`src/rtl/ppu_pkg.sv`:
```
// ppu_pkg: shared pipeline-control types and constants.
// Holds the hazard FSM state encoding, the forwarding-select codes and the
// default register-specifier width used by hazard_ctrl and fwd_unit.
package ppu_pkg;
    localparam int REG_AW_DEF = 4;

    localparam logic [1:0] FWD_REG = 2'b00;
    localparam logic [1:0] FWD_EX  = 2'b01;
    localparam logic [1:0] FWD_MEM = 2'b10;

    typedef enum logic [2:0] {
        RUN      = 3'd0,
        LU_STALL = 3'd1,
        FLUSH    = 3'd2,
        MEM_WAIT = 3'd3,
        ERR      = 3'd4
    } state_t;
endpackage

```
`src/rtl/fwd_unit.sv`:
```
// fwd_unit: operand forwarding select for one ID-stage source.
// Ports: rs/use_rs (source register and its valid qualifier), ex_rd/ex_wr/ex_load
// (EX destination), mem_rd/mem_wr (MEM destination), sel (00 regfile, 01 EX, 10 MEM).
// A load in EX has no result yet, so it never forwards; the younger EX match wins.
module fwd_unit
    import ppu_pkg::*;
#(
    parameter int AW = REG_AW_DEF
) (
    input  logic [AW-1:0] rs,
    input  logic          use_rs,
    input  logic [AW-1:0] ex_rd,
    input  logic          ex_wr,
    input  logic          ex_load,
    input  logic [AW-1:0] mem_rd,
    input  logic          mem_wr,
    output logic [1:0]    sel
);
    assign sel = (use_rs & ex_wr & !ex_load & (rs == ex_rd)) ? FWD_EX  :
                 (use_rs & mem_wr & (rs == mem_rd))          ? FWD_MEM : FWD_REG;
endmodule

```
`src/rtl/hazard_ctrl.sv`:
```
// hazard_ctrl: pipeline hazard controller (stalls, flushes, memory wait, forwarding).
// Ports: clk, Reset (async active-low); id_rn/id_rm + id_use_rn/id_use_rm (ID sources);
// ex_rd/ex_wr/ex_load (EX dest); mem_rd/mem_wr (MEM dest); br_taken, mem_req, mem_ready;
// outputs pc_en/ifid_en/idex_en/exmem_en, ifid_flush/idex_flush, fwd_a/fwd_b, timeout_err.
// Build option HAZARD_FWD_EN: when defined, forwarding is active and only load-use stalls;
// otherwise fwd_a/fwd_b are 00 and any EX/MEM dependency stalls.
module hazard_ctrl
    import ppu_pkg::*;
#(
    parameter int REG_AW   = REG_AW_DEF,
    parameter int WAIT_MAX = 15
) (
    input  logic              clk,
    input  logic              Reset,
    input  logic [REG_AW-1:0] id_rn,
    input  logic [REG_AW-1:0] id_rm,
    input  logic              id_use_rn,
    input  logic              id_use_rm,
    input  logic [REG_AW-1:0] ex_rd,
    input  logic              ex_wr,
    input  logic              ex_load,
    input  logic [REG_AW-1:0] mem_rd,
    input  logic              mem_wr,
    input  logic              br_taken,
    input  logic              mem_req,
    input  logic              mem_ready,
    output logic              pc_en,
    output logic              ifid_en,
    output logic              idex_en,
    output logic              exmem_en,
    output logic              ifid_flush,
    output logic              idex_flush,
    output logic [1:0]        fwd_a,
    output logic [1:0]        fwd_b,
    output logic              timeout_err
);
    localparam int CW = $clog2(WAIT_MAX + 1);

    state_t        state, state_nx;
    logic [CW-1:0] wait_cnt, wait_cnt_nx;
    logic [3:0]    en;
    logic          ifid_fl, idex_fl;
    logic          load_use, stall;

    assign load_use = ex_load & ex_wr & ((id_use_rn & (id_rn == ex_rd)) |
                                         (id_use_rm & (id_rm == ex_rd)));

`ifdef HAZARD_FWD_EN
    logic [1:0] sel_a, sel_b;

    fwd_unit #(.AW(REG_AW)) u_fwd_a (
        .rs(id_rn), .use_rs(id_use_rn), .ex_rd(ex_rd), .ex_wr(ex_wr),
        .ex_load(ex_load), .mem_rd(mem_rd), .mem_wr(mem_wr), .sel(sel_a)
    );
    fwd_unit #(.AW(REG_AW)) u_fwd_b (
        .rs(id_rm), .use_rs(id_use_rm), .ex_rd(ex_rd), .ex_wr(ex_wr),
        .ex_load(ex_load), .mem_rd(mem_rd), .mem_wr(mem_wr), .sel(sel_b)
    );

    assign stall = load_use;
    assign fwd_a = Reset ? sel_a : FWD_REG;
    assign fwd_b = Reset ? sel_b : FWD_REG;
`else
    logic raw_hit;

    // With no bypass network every in-flight producer of a source must drain first.
    assign raw_hit = (id_use_rn & ((ex_wr & (id_rn == ex_rd)) | (mem_wr & (id_rn == mem_rd)))) |
                     (id_use_rm & ((ex_wr & (id_rm == ex_rd)) | (mem_wr & (id_rm == mem_rd))));
    assign stall   = load_use | raw_hit;
    assign fwd_a   = FWD_REG;
    assign fwd_b   = FWD_REG;
`endif

    // LU_STALL and FLUSH last one cycle and decode exactly like RUN.
    always_comb begin
        state_nx    = state;
        wait_cnt_nx = wait_cnt;
        en          = 4'b1111;
        ifid_fl     = 1'b0;
        idex_fl     = 1'b0;
        case (state)
            MEM_WAIT: begin
                en          = {4{mem_ready}};
                wait_cnt_nx = (wait_cnt == CW'(WAIT_MAX)) ? wait_cnt : wait_cnt + 1'b1;
                state_nx    = mem_ready ? RUN : (wait_cnt == CW'(WAIT_MAX)) ? ERR : MEM_WAIT;
            end
            ERR: en = 4'b0000;
            default: begin
                if (mem_req & !mem_ready) begin
                    en          = 4'b0000;
                    wait_cnt_nx = '0;
                    state_nx    = MEM_WAIT;
                end else if (br_taken) begin
                    ifid_fl  = 1'b1;
                    idex_fl  = 1'b1;
                    state_nx = FLUSH;
                end else if (stall) begin
                    en       = 4'b0011;
                    idex_fl  = 1'b1;
                    state_nx = LU_STALL;
                end else begin
                    state_nx = RUN;
                end
            end
        endcase
    end

    always_ff @(posedge clk or negedge Reset) begin
        if (!Reset) begin
            state       <= RUN;
            wait_cnt    <= '0;
            timeout_err <= 1'b0;
        end else begin
            state       <= state_nx;
            wait_cnt    <= wait_cnt_nx;
            timeout_err <= timeout_err | (state_nx == ERR);
        end
    end

    // Outputs are forced to their idle values while reset is held, regardless of inputs.
    assign pc_en      = !Reset | en[3];
    assign ifid_en    = !Reset | en[2];
    assign idex_en    = !Reset | en[1];
    assign exmem_en   = !Reset | en[0];
    assign ifid_flush = Reset & ifid_fl;
    assign idex_flush = Reset & idex_fl;
endmodule

```
`config.mk`:
```
export PLATFORM = sky130hd
export DESIGN_NAME = hazard_ctrl
export DESIGN_NICKNAME = d
export VERILOG_FILES = /design/src/rtl/ppu_pkg.sv /design/src/rtl/fwd_unit.sv /design/src/rtl/hazard_ctrl.sv
export SDC_FILE = /design/constraint.sdc
export NUM_CORES = 1
export LEC_CHECK = 0
export ABC_AREA = 0
export CAP_MARGIN = 20
export CORE_UTILIZATION = 38
export DETAILED_ROUTE_END_ITERATION = 12
export PLACE_DENSITY = 0.79
export SYNTH_ARGS = -nofsm -noshare
export SYNTH_HDL_FRONTEND = slang
export SYNTH_SLANG_ARGS = --single-unit
```
`constraint.sdc`:
```
create_clock -name clk -period 1.68 [get_ports clk]
set_input_delay 0.252 -clock clk [delete_from_list [all_inputs] [get_ports clk]]
set_output_delay 0.252 -clock clk [all_outputs]
set_load 0.01 [all_outputs]
```
### Yosys cells after proc, flatten, opt, wreduce, memory -nomap -nowiden

Cells that the tools add are included.

| word-level totals | value |
|---|---|
| register bits | 8 |
| output and inout bits | 11 |
| word-level logic and storage cells | 62 |

| cells by class | value |
|---|---|
| add/sub/neg operators | 1 |
| equality and inequality tests | 9 |
| muxes and demuxes | 20 |
| bitwise operators | 24 |
| reductions and logical operators | 5 |

Operator list:

| kind | number |
|---|---|
| 4-bit 2-to-1 mux | 5 |
| 4-bit == test | 4 |
| 4-bit one-hot mux with 2 select lines | 2 |
| 1-bit bitwise AND | 13 |
| 1-bit OR | 10 |
| 1-bit 2-to-1 mux | 8 |
| 3-bit == test, second input constant | 2 |
| 3-bit 2-to-1 mux | 2 |
| 3-bit one-hot mux with 2 select lines | 1 |
| 4-bit by 1-bit adder with 4-bit output, second input constant | 1 |
| 4-bit == test, second input constant | 1 |
| 2-bit 2-to-1 mux | 2 |
| 3-bit by 2-bit == test with 1-bit output, second input constant | 1 |
| 3-bit AND reduction | 1 |
| 1-bit logical NOT | 2 |
| 2-bit inequality test, second input constant | 1 |
| 2-bit nonzero test | 1 |
| 2-bit OR reduction | 1 |
| 1-bit NOT | 1 |

### Depth between registers and ports, before layout

Gate-level depths: netlist of the first run.

| logic depth | value |
|---|---|
| word-level depth | 12 |
| mapped depth | 6 |
| depth with buffers taken out | 6 |

### Worst setup path before layout of the first run

No wires, ideal clock.

| timing | value |
|---|---|
| path kind | input to output |
| from | in mem_rd[2] |
| to | out pc_en |
| arrival time | 1.250 ns |
| data required time | 1.428 ns |
| path slack | 0.178 ns |
| stages on the path | 6 |
| path through | xnor2_1 -> nand3_1 -> nor4_1 -> nor4_1 -> o31a_1 -> buf_4 |

| between the ends | value |
|---|---|
| cells in the longest elaborated chain, start to end | 11 |

Ends and longest elaborated chain:

| element | RTL line | source |
|---|---|---|
| start, declared | hazard_ctrl.sv:22 | `input logic [REG_AW-1:0] mem_rd,` |
| 4-bit == test, on equally long branches | hazard_ctrl.sv:67, hazard_ctrl.sv:68 |  |
| 1-bit bitwise AND, on equally long branches | hazard_ctrl.sv:67, hazard_ctrl.sv:68 |  |
| 1-bit OR, on equally long branches | hazard_ctrl.sv:67, hazard_ctrl.sv:68 |  |
| 1-bit bitwise AND, on equally long branches | hazard_ctrl.sv:67, hazard_ctrl.sv:68 |  |
| 1-bit OR (*) | hazard_ctrl.sv:67 | `assign raw_hit = (id_use_rn & ((ex_wr & (id_rn == ex_rd)) \| (mem_wr & (id_rn == mem_rd)))) \|` |
| 1-bit OR (*) | hazard_ctrl.sv:69 | `assign stall = load_use \| raw_hit;` |
| 4-bit 2-to-1 mux (*) | hazard_ctrl.sv:97 | `end else if (stall) begin` |
| 4-bit 2-to-1 mux (*) | hazard_ctrl.sv:93 | `end else if (br_taken) begin` |
| 4-bit 2-to-1 mux (*) | hazard_ctrl.sv:89 | `if (mem_req & !mem_ready) begin` |
| 4-bit one-hot mux with 2 select lines (*) | hazard_ctrl.sv:81 | `case (state)` |
| 1-bit OR (*) | hazard_ctrl.sv:121 | `assign pc_en = !Reset \| en[3];` |
| end, declared | hazard_ctrl.sv:27 | `output logic pc_en,` |

Mark *: on every way between the ends. The rest lies on a longest branch, timed or not.

### Worst setup path after layout of the first run

| timing | value |
|---|---|
| from | in ex_rd[3] |
| to | out pc_en |

| between the ends | value |
|---|---|
| cells in the longest elaborated chain, start to end | 11 |

Ends and longest elaborated chain:

| element | RTL line | source |
|---|---|---|
| start, declared | hazard_ctrl.sv:19 | `input logic [REG_AW-1:0] ex_rd,` |
| 4-bit == test, on equally long branches | -- |  |
| 1-bit bitwise AND, on equally long branches | hazard_ctrl.sv:67, hazard_ctrl.sv:68 |  |
| 1-bit OR, on equally long branches | hazard_ctrl.sv:67, hazard_ctrl.sv:68 |  |
| 1-bit bitwise AND, on equally long branches | hazard_ctrl.sv:67, hazard_ctrl.sv:68 |  |
| 1-bit OR | hazard_ctrl.sv:67 |  |
| 1-bit OR (*) | hazard_ctrl.sv:69 |  |
| 4-bit 2-to-1 mux (*) | hazard_ctrl.sv:97 |  |
| 4-bit 2-to-1 mux (*) | hazard_ctrl.sv:93 |  |
| 4-bit 2-to-1 mux (*) | hazard_ctrl.sv:89 |  |
| 4-bit one-hot mux with 2 select lines (*) | hazard_ctrl.sv:81 |  |
| 1-bit OR (*) | hazard_ctrl.sv:121 |  |

Marked as above.

==> results of run 1 <==
-- metrics by stage --
stage	util (%)	hold WS (ps)	instances	setup slack, ps
after global placement	68.3	457	137	-735
after global routing	80.5	443	144	-96.5
after detailed placement	68.3	464	137	-812
after floorplan	-	-43.6	82	178
after CTS	73.5	385	143	0.873
final	80.5	424	144	-41.9
-- layer usage --
metal	up-vias	track usage [%]	routed length, µm
met5	-	0	0
met4	0	9.09	114
met1	366	21.6	761
li1	357	-	-
met3	10	4.08	141
met2	47	53.2	1370
-- worst reg2reg max path, cell delays in order (launching register included) --
cell	delay, ps
dfrtp_1	400
and3b_2	270
buf_4	130
and2_4	180
o21ai_4	70
buf_6	110
buf_4	130
mux2_2	260
-- logic make-up (layout without fill, tap and decap cells) --
group | Yosys count | in the layout | synth area share [%]
AO/OA/AOI/OAI | 12 | 12 | 11.5
XOR/XNOR | 17 | 17 | 22.0
adder cells (fa/ha/maj) | 1 | 1 | 1.85
buffers and inverters | 8 | 54 | 7.78
flip-flops | 8 | 8 | 29.6
multiplexers | 1 | 1 | 1.67
other | 1 | 4 | 0.555
AND/OR/NAND/NOR | 31 | 31 | 25.0
-- area by class of cell --
class                      count  area (µm²)
multi-input combinational     66         643
sequential                     8         200
clock buffer                   3        22.5
fill                         108         308
tap                           16        20.0
timing repair buffer          49         375
inverter                       2        7.51
-- where the power goes --
group          internal, W  total, W  switching [W]
sequential        0.000193  0.000193              0
combinational    0.0000843  0.000183      0.0000983
clock            0.0000821  0.000152      0.0000698
total             0.000359  0.000527       0.000168
-- registers in the layout, indices dropped and copies added (netlist names) --
register and flops:
state 3, timeout_err 1, wait_cnt 4
-- cells in the final DEF (no fill, tap or decap), types with 2 or more instances in the layout --
master,count
xnor2_2,2
xnor2_1,3
clkbuf_2,8
nor4_4,5
nand3_1,6
buf_6,8
and2_4,2
conb_1,4
clkbuf_4,3
buf_4,14
xor2_1,3
inv_1,2
nand2_2,2
o21ai_1,2
buf_2,9
clkdlybuf4s50_1,4
dlygate4sd2_1,5
nand2_1,5
o21ai_2,3
dfrtp_1,8
xor2_2,9
-- path summary, 6_finish.rpt --
check / depth (start not counted) / slack (ps) / to / from
max in group asynchronous: 2 / 1100 / wait_cnt[0] / Reset
min in group clk: 1 / 490 / timeout_err / timeout_err
setup reg to reg: 7 / 10 / wait_cnt[0] / state[2]
hold reg to reg: 1 / 490 / timeout_err / timeout_err
setup / recovery: 6 / -40 / pc_en / ex_rd[3]
hold / removal: 2 / 420 / wait_cnt[3] / Reset
-- repair_timing --
| item | CTS | global route |
|---|---|---|
| hold buffers | 0 | 0 |
| hold endpoints to repair | 0 | 0 |
| buffers inserted | 4 | 2 |
| setup endpoints to repair | 7 | 10 |
| resized for setup | 88 | 41 |
| pin swaps | 21 | 12 |
==> results.md, run 1 <==
* H-tree Lvls at 1
* Yosys warns at 0
* CP Cell Sequence: clkdlybuf4s15_2 > xor2_1 > nor4_4 > nor4_4 > o31a_1 > buf_2
* Final hold viol count at 0
* Setup CP Type: input pin to primary output
* # DRC at 1
* CTS tree: built
* Delay-heaviest family, CP: simple AND/OR/NAND/NOR gates
* Fin area at 1270 µm²
* Drt first pass iters at 8
* Port bufs at 31
* Gr ovfl total at 0
* Initial antenna violation count at 0
* Largest cells by area after synthesis: dfrtp_1, xor2_1, buf_4, xnor2_1, nand3_1
* Total CTS buffers at 3
* DR WL/cell at 16.6 µm
* Seq/Total Area, Yosys at around 30%
* Worst-path clk slew at ~50 ps
* Clock latency on the worst-skew pair at 260 ps
* Period Utilization, post-route at 102%
* Max Root-Sink Buffers at 2
* Initial DRC count at 20
* ANT nets after route at 0
* Inserted Diodes at 0
* Critical Path Start Type: input pin
* Violated checks: design-rule violations, negative setup slack
* Final nets at 157
* Static leakage at 0.577 nW
* # IOs at 37
* Tmin final at between 1500 and 2000 ps
* Vias/cell at 5.42
* Gate Count Post-Synth at 79
* Area Growth Syn to Fin at 87.8%
* Total power at between 0.0005 and 0.0006 W
* Largest net degree at the start of global routing at 8
* Tot GR Track Use at 24.7%
* Worst vdd ir at 0.000292 V
* Synth Cell Area at roughly 680 µm²
* Clock Sinks at 8
* Slew Limit Fails at 0
* RePlAce Congestion at ~0.8
* Synth cell count leaders: xor2_1, dfrtp_1, nand2_1
* Core box area at 1580 µm²
* Power density over cell area at 415 nW/µm²
* Count of state elements after synthesis at 8
* RSZ-0062 raised after global routing: yes
* Post-synthesis async set-or-reset flop share at 100%
* CP Data Required Time at 1430 ps
* Die X-Extent at 44.2 µm
* Endpoints failing setup at 2
* Layout cell share with drive strength beyond 1 at approximately 60%
* Vias in the first global route at 817
* Max Clk Rate at 581 MHz
* Setup TNS at -81.8 ps
* Library cells used by synthesis at 29
* Area leader, netlist: dfrtp_1
* Top FF cell, synth: dfrtp_1
* Max cap viols at 0
* Row count at 14
* DP HPWL at 1480 µm
* Root buffer cell: clkbuf_4
* DIE AREA at slightly below 2000 µm²
* Die Ht at 44.2 µm
* Crit path top cell by count: nor4_4
* Critical path's slowest cell: nor4_4
* Mapped Avg Cell Area at 8.55 µm²
* Run status: finished with violations
* Routed vias at 780
* Endpoint class of the critical path: primary output
* Setup Skew at slightly above 4 ps
* Post-synth EDFFs at 0
* Post-place instance area at approximately 1100 µm²
* DRT Wirelength at 2390 µm
* Maximum fanout along the worst path at 3
* First-pass GRT wire length at around 3400 µm
* WP data arrival at 1470 ps
* Max stage delay on crit path at 340 ps
* Buf/Inv on CP at 2
* Most numerous cell in the Yosys netlist: xor2_1
* Yosys top cell area share at 29.6%
* Post-route setup slack at -41.9 ps
* Worst Hold Class: input pin to asynchronous set/reset pin
* Starting Density at 42.9%
(Power assumes the default switching activity.)
==> inputs of run 2 (changes only) <==
--- a/config.mk
+++ b/config.mk
@@ -7,9 +7,12 @@
 export LEC_CHECK = 0
 export ABC_AREA = 0
 export CAP_MARGIN = 20
-export CORE_UTILIZATION = 38
+export CELL_PAD_IN_SITES_DETAIL_PLACEMENT = 2
+export CELL_PAD_IN_SITES_GLOBAL_PLACEMENT = 2
+export CORE_UTILIZATION = 20
 export DETAILED_ROUTE_END_ITERATION = 12
-export PLACE_DENSITY = 0.79
+export PLACE_DENSITY = 0.74
+export SETUP_SLACK_MARGIN = 0.5
 export SYNTH_ARGS = -nofsm -noshare
 export SYNTH_HDL_FRONTEND = slang
 export SYNTH_SLANG_ARGS = --single-unit
==> run 2 against run 1 <==
Against the previous run:
- highest routed layer unchanged
- largest power group unchanged
- non-clock buffer count increased by 5
- global-route usage decreased by 8.3 points
- the flow finishes with violations (negative setup slack)
- combinational power about the same
- sequential power about the same
- final cell count increased by 23%
==> results.md, run 2 (synthesis results as in run 1) <==
* Worst Setup EP: pc_en
* Critical path's slowest cell: nor4_2
* CP Data Required Time at roughly 1400 ps
* Endpoint class of the critical path: primary output
* Port bufs at 31
* Area of the multi-input gates at about 610 µm²
* DIE AREA at 3610 µm²
* RePlAce Congestion at 0.766
* First-pass GRT wire length at 4190 µm
* Static leakage at 0.618 nW
* Die X-Extent at 60.1 µm
* Area Growth Syn to Fin at 104%
* Initial DRC count at 7
* Final nets at roughly 160
* Starting Density at 21.6%
* Critical Path Start Type: input pin
* Max Clk Rate at 554 MHz
* Worst Hold Class: input pin to flop
* R2R setup slack at 60 ps
* Reg2reg start: state[1]
* Max Root-Sink Buffers at 2
* Max reg flops at 4
* DP HPWL at around 1900 µm
* Root buffer cell: clkbuf_4
* DR WL/cell at 16.7 µm
* Post-route setup slack at -125 ps
* Violated checks: negative setup slack
* Clock Sinks at 8
* Hold buffers post-CTS at 0
* ANT nets after route at 0
* Total CTS buffers at 3
* WP data arrival at between 1500 and 2000 ps
* Setup Skew at 5.43 ps
* Largest net degree at the start of global routing at 9
* Reg2reg end: wait_cnt[0]
* FF+latch area at 200 µm²
* Reg with most FFs: wait_cnt
* H-tree Lvls at 1
* Layout cell share with drive strength beyond 1 at 54.9%
* Clock latency on the worst-skew pair at 260 ps
* Gr ovfl total at 0
* Final hold viol count at 0
* RSZ-0062 raised after global routing: yes
* Tot GR Track Use at 16.4%
* Inserted Diodes at 0
* Core box area at 3130 µm²
* Critical path startpoint: id_rm[2]
* Routed vias at between 800 and 900
* Period Utilization, post-route at 107%
* Worst vdd ir at ~0.00015 V
* Vias in the first global route at 900
* Max stage delay on crit path at 290 ps
* Max cap viols at 0
* Dpl ws at -821 ps
* Most frequent cells in the layout: buf_4, buf_6, xor2_1
* CTS tree: built
* Initial antenna violation count at 0
* Slew Limit Fails at 0
* Run status: finished with violations
* Largest regs: wait_cnt (4), state (3), timeout_err (1)
* Commonest non-fill, non-tap cell in the layout: buf_4
* Worst-path clk slew at 60 ps
* Vias/cell at 4.54
* # IOs at 37
* Total power at 0.000524 W
* Power density over cell area at 381 nW/µm²
* R2R depth at 7
* Row count at 20
* Setup CP Type: input pin to primary output
* DRT Wirelength at between 2000 and 3000 µm
* Die Ht at 60.1 µm
* Filler instances at around 340
* Maximum fanout along the worst path at 2
* Endpoints failing setup at 3
* # DRC at 0
* Tmin final at ~1800 ps
* WHS at 436 ps
* CP Cell Sequence: buf_12 > xnor2_2 > nand3_1 > nor4_2 > nor4_1 > buf_4 > o31a_1 > buf_2
* Drt first pass iters at 2
==> run 2: changes by cell type in the layout (fill, tap and decap cells not counted), sizes merged <==
cell	before	now
buf	31	37
clkdlybuf4s50	4	2
dlygate4sd2	5	8
clkbuf	11	4
clkdlybuf4s15	1	6
==> run 2: worst min path at each step <==
stage                           start          end  slack (ps)  cells past startpoint
after floorplan                 Reset     state[0]         -40                      0
after global placement    timeout_err  timeout_err         450                      1
after detailed placement  timeout_err  timeout_err         460                      1
after CTS                     mem_req  wait_cnt[3]         430                      2
after global routing          mem_req  wait_cnt[3]         460                      2
final                         mem_req  wait_cnt[3]         440                      2
==> run 2: through the flow <==
stage,cells,setup TNS [ps],util (%),cell area (µm²)
finish,177,-361,44.0,1380
global route,177,-750,44.0,1380
CTS,174,-288,41.8,1310
detailed placement,164,-4150,36.0,1130
global placement,164,-3860,36.0,1130
floorplan,82,0,-,713
==> run 2: final cells by class <==
type                            instances  area share, %
Inverter                                2          0.545
Tap cell                               44           4.00
Clock buffer                            3           1.64
Timing Repair Buffer                   54           35.2
Multi-Input combinational cell         66           44.1
Sequential cell                         8           14.5
==> run 2: critical path: cells and delay by family <==
kind,cells,cell delay [ps]
compound gates,1,260
simple gates,3,490
buf+inv,3,400
xor+xnor,1,140
==> run 2: report_power, final <==
| part | switching (W) | internal [W] | leakage, nW | total [W] |
|---|---|---|---|---|
| Combinational | 0.0000894 | 0.0000933 | 0.508 | 0.000183 |
| Clock | 0.0000665 | 0.0000818 | 0.0138 | 0.000148 |
| Sequential | 0 | 0.000193 | 0.0961 | 0.000193 |
| Total | 0.000156 | 0.000368 | 0.618 | 0.000524 |
==> run 2: metal layers <==
metal / GRT usage (%) / up-vias / share of wire, %
li1: - / 373 / -
met2: 31.6 / 34 / 56
met3: 2.16 / 8 / 4.6
met1: 16.3 / 389 / 36
met4: 9.97 / 0 / 3.3
met5: 0 / - / 0
==> run 2: what timing repair did <==
action,4_1_cts,5_1_grt
pin swaps,28,9
buffers inserted,7,3
setup endpoints to repair,15,15
resized for setup,116,15
==> inputs of run 3 (changes only) <==
--- a/config.mk
+++ b/config.mk
@@ -12,7 +12,6 @@
 export CORE_UTILIZATION = 20
 export DETAILED_ROUTE_END_ITERATION = 12
 export PLACE_DENSITY = 0.74
-export SETUP_SLACK_MARGIN = 0.5
 export SYNTH_ARGS = -nofsm -noshare
 export SYNTH_HDL_FRONTEND = slang
 export SYNTH_SLANG_ARGS = --single-unit
==> run 3 against run 2 <==
Against the previous run:
- the run still ends with negative setup slack left
- via count shrank 2.4%
- combinational power is essentially flat
- sequential power is essentially flat
- largest power group unchanged
- register-to-register slack gained 70 ps
- critical path type unchanged
- wire length shrank 13%
- final cell count shrank 1.1%
==> results.md, run 3 (synthesis results as in run 1) <==
* H-tree Lvls at 1
* Endpoint class of the critical path: primary output
* Period Utilization, post-route at 103%
* Clock Sinks at 8
* Commonest non-fill, non-tap cell in the layout: buf_4
* Most frequent cells in the layout: buf_4, buf_2, xor2_2, dfrtp_1, dlygate4sd2_1
* Port bufs at 31
* Vias in the first global route at 860
* Tmin final at 1730 ps
* Power density over cell area at slightly above 400 nW/µm²
* CP Data Required Time at around 1400 ps
* Starting Density at about 22%
* RePlAce Congestion at about 0.76
* Critical Path Start Type: input pin
* Max cap viols at 0
* ANT nets after route at 0
* Max reg flops at 4
* CP Cell Sequence: buf_2 > xnor2_2 > nand3_2 > nor4_4 > nor4_4 > o31a_1 > buf_2
* Setup CP Type: input pin to primary output
* # DRC at 0
* Inserted Diodes at 0
* Max Root-Sink Buffers at 2
* DR WL/cell at 14.6 µm
* First-pass GRT wire length at 3900 µm
* Die X-Extent at 60.1 µm
* Max Clk Rate at ~580 MHz
* Delay-heaviest family, CP: simple AND/OR/NAND/NOR gates
* Root buffer cell: clkbuf_4
* Vias/cell at between 4 and 5
* Tot GR Track Use at roughly 16%
* CTS tree: built
* Max stage delay on crit path at ~350 ps
* Reg with most FFs: wait_cnt
* DRT Wirelength at about 2600 µm
* Post-route setup slack at -49.4 ps
* Largest regs: wait_cnt (4), state (3), timeout_err (1)
* RSZ-0062 raised after global routing: yes
* Worst-path clk slew at ~60 ps
* Row count at 20
* Maximum fanout along the worst path at 3
* Routed vias at 785
* WP data arrival at roughly 1500 ps
* Buf/Inv on CP at 2
* DIE AREA at 3610 µm²
* Finished Core Util at 42.3%
* Die Ht at between 60 and 70 µm
* Drt first pass iters at 3
* Worst Hold Class: input pin to asynchronous set/reset pin
* Worst vdd ir at 0.000112 V
* Setup TNS at -97.1 ps
* Area Growth Syn to Fin at 95.7%
* Clock latency on the worst-skew pair at 270 ps
* Static leakage at ~0.6 nW
* Critical path's slowest cell: nor4_4
* Final nets at 160
* Total CTS buffers at 3
* Run status: finished with violations
* Final hold viol count at 0
* Core box area at 3130 µm²
* DP HPWL at 2030 µm
* Initial DRC count at 10
* Initial antenna violation count at 0
* # IOs at 37
* Largest net degree at the start of global routing at 7
* Slew Limit Fails at 0
* Setup Skew at around 1.5 ps
* Gr ovfl total at 0
* Violated checks: negative setup slack
* Endpoints failing setup at 2
* Layout cell share with drive strength beyond 1 at around 56%
==> run 3: final cells by class <==
type / count / area, µm²
clock buffer: 3 / 22.5
fill: 353 / 1810
inverter: 2 / 7.51
multi-input combinational: 66 / 629
sequential: 8 / 200
tap: 44 / 55.1
timing repair buffer: 52 / 408
==> run 3: worst paths after layout <==
path,cells past startpoint,slack [ps],to,start
max reg2reg,6,130,wait_cnt[3],state[2]
max,7,-50,pc_en,id_rn[2]
min,2,390,state[1],Reset
min reg2reg,1,480,timeout_err,timeout_err
min in group clk,3,480,wait_cnt[3],mem_req
max in group asynchronous,2,1150,wait_cnt[3],Reset
==> run 3: through the flow <==
| stage | cell area (µm²) | hold WS (ps) | setup WS [ps] | total power [W] | instances |
|---|---|---|---|---|---|
| after global placement | 1130 | 456 | -804 | 0.000351 | 167 |
| after global routing | 1320 | 419 | -127 | 0.000576 | 175 |
| after CTS | 1280 | 394 | -38.8 | 0.000542 | 174 |
| final | 1320 | 391 | -49.4 | 0.000545 | 175 |
| after floorplan | 687 | -43.6 | 178 | 0.000254 | 82 |
| after detailed placement | 1130 | 481 | -851 | 0.000357 | 167 |
==> run 3: report_power, final <==
group / switching, W / internal (W) / total [W] / leakage (nW)
logic: 0.0000983 / 0.0000871 / 0.000185 / 0.485
clock network: 0.0000839 / 0.0000830 / 0.000167 / 0.0138
registers: 0 / 0.000193 / 0.000193 / 0.0961
total: 0.000182 / 0.000363 / 0.000545 / 0.595
==> run 3: per-layer routing <==
| metal | vias up | track usage [%] | wire (µm) |
|---|---|---|---|
| li1 | 366 | - | - |
| met1 | 384 | 15.1 | 915 |
| met3 | 5 | 3.03 | 123 |
| met4 | 0 | 6.98 | 41 |
| met2 | 30 | 30.6 | 1470 |
| met5 | - | 0 | 0 |
==> run 3: timing repair <==
action | 4_1_cts | 5_1_grt
pin swaps | 25 | 5
setup endpoints to repair | 7 | 7
hold buffers | 0 | 0
setup buffers | 5 | 2
resized for setup | 112 | 10
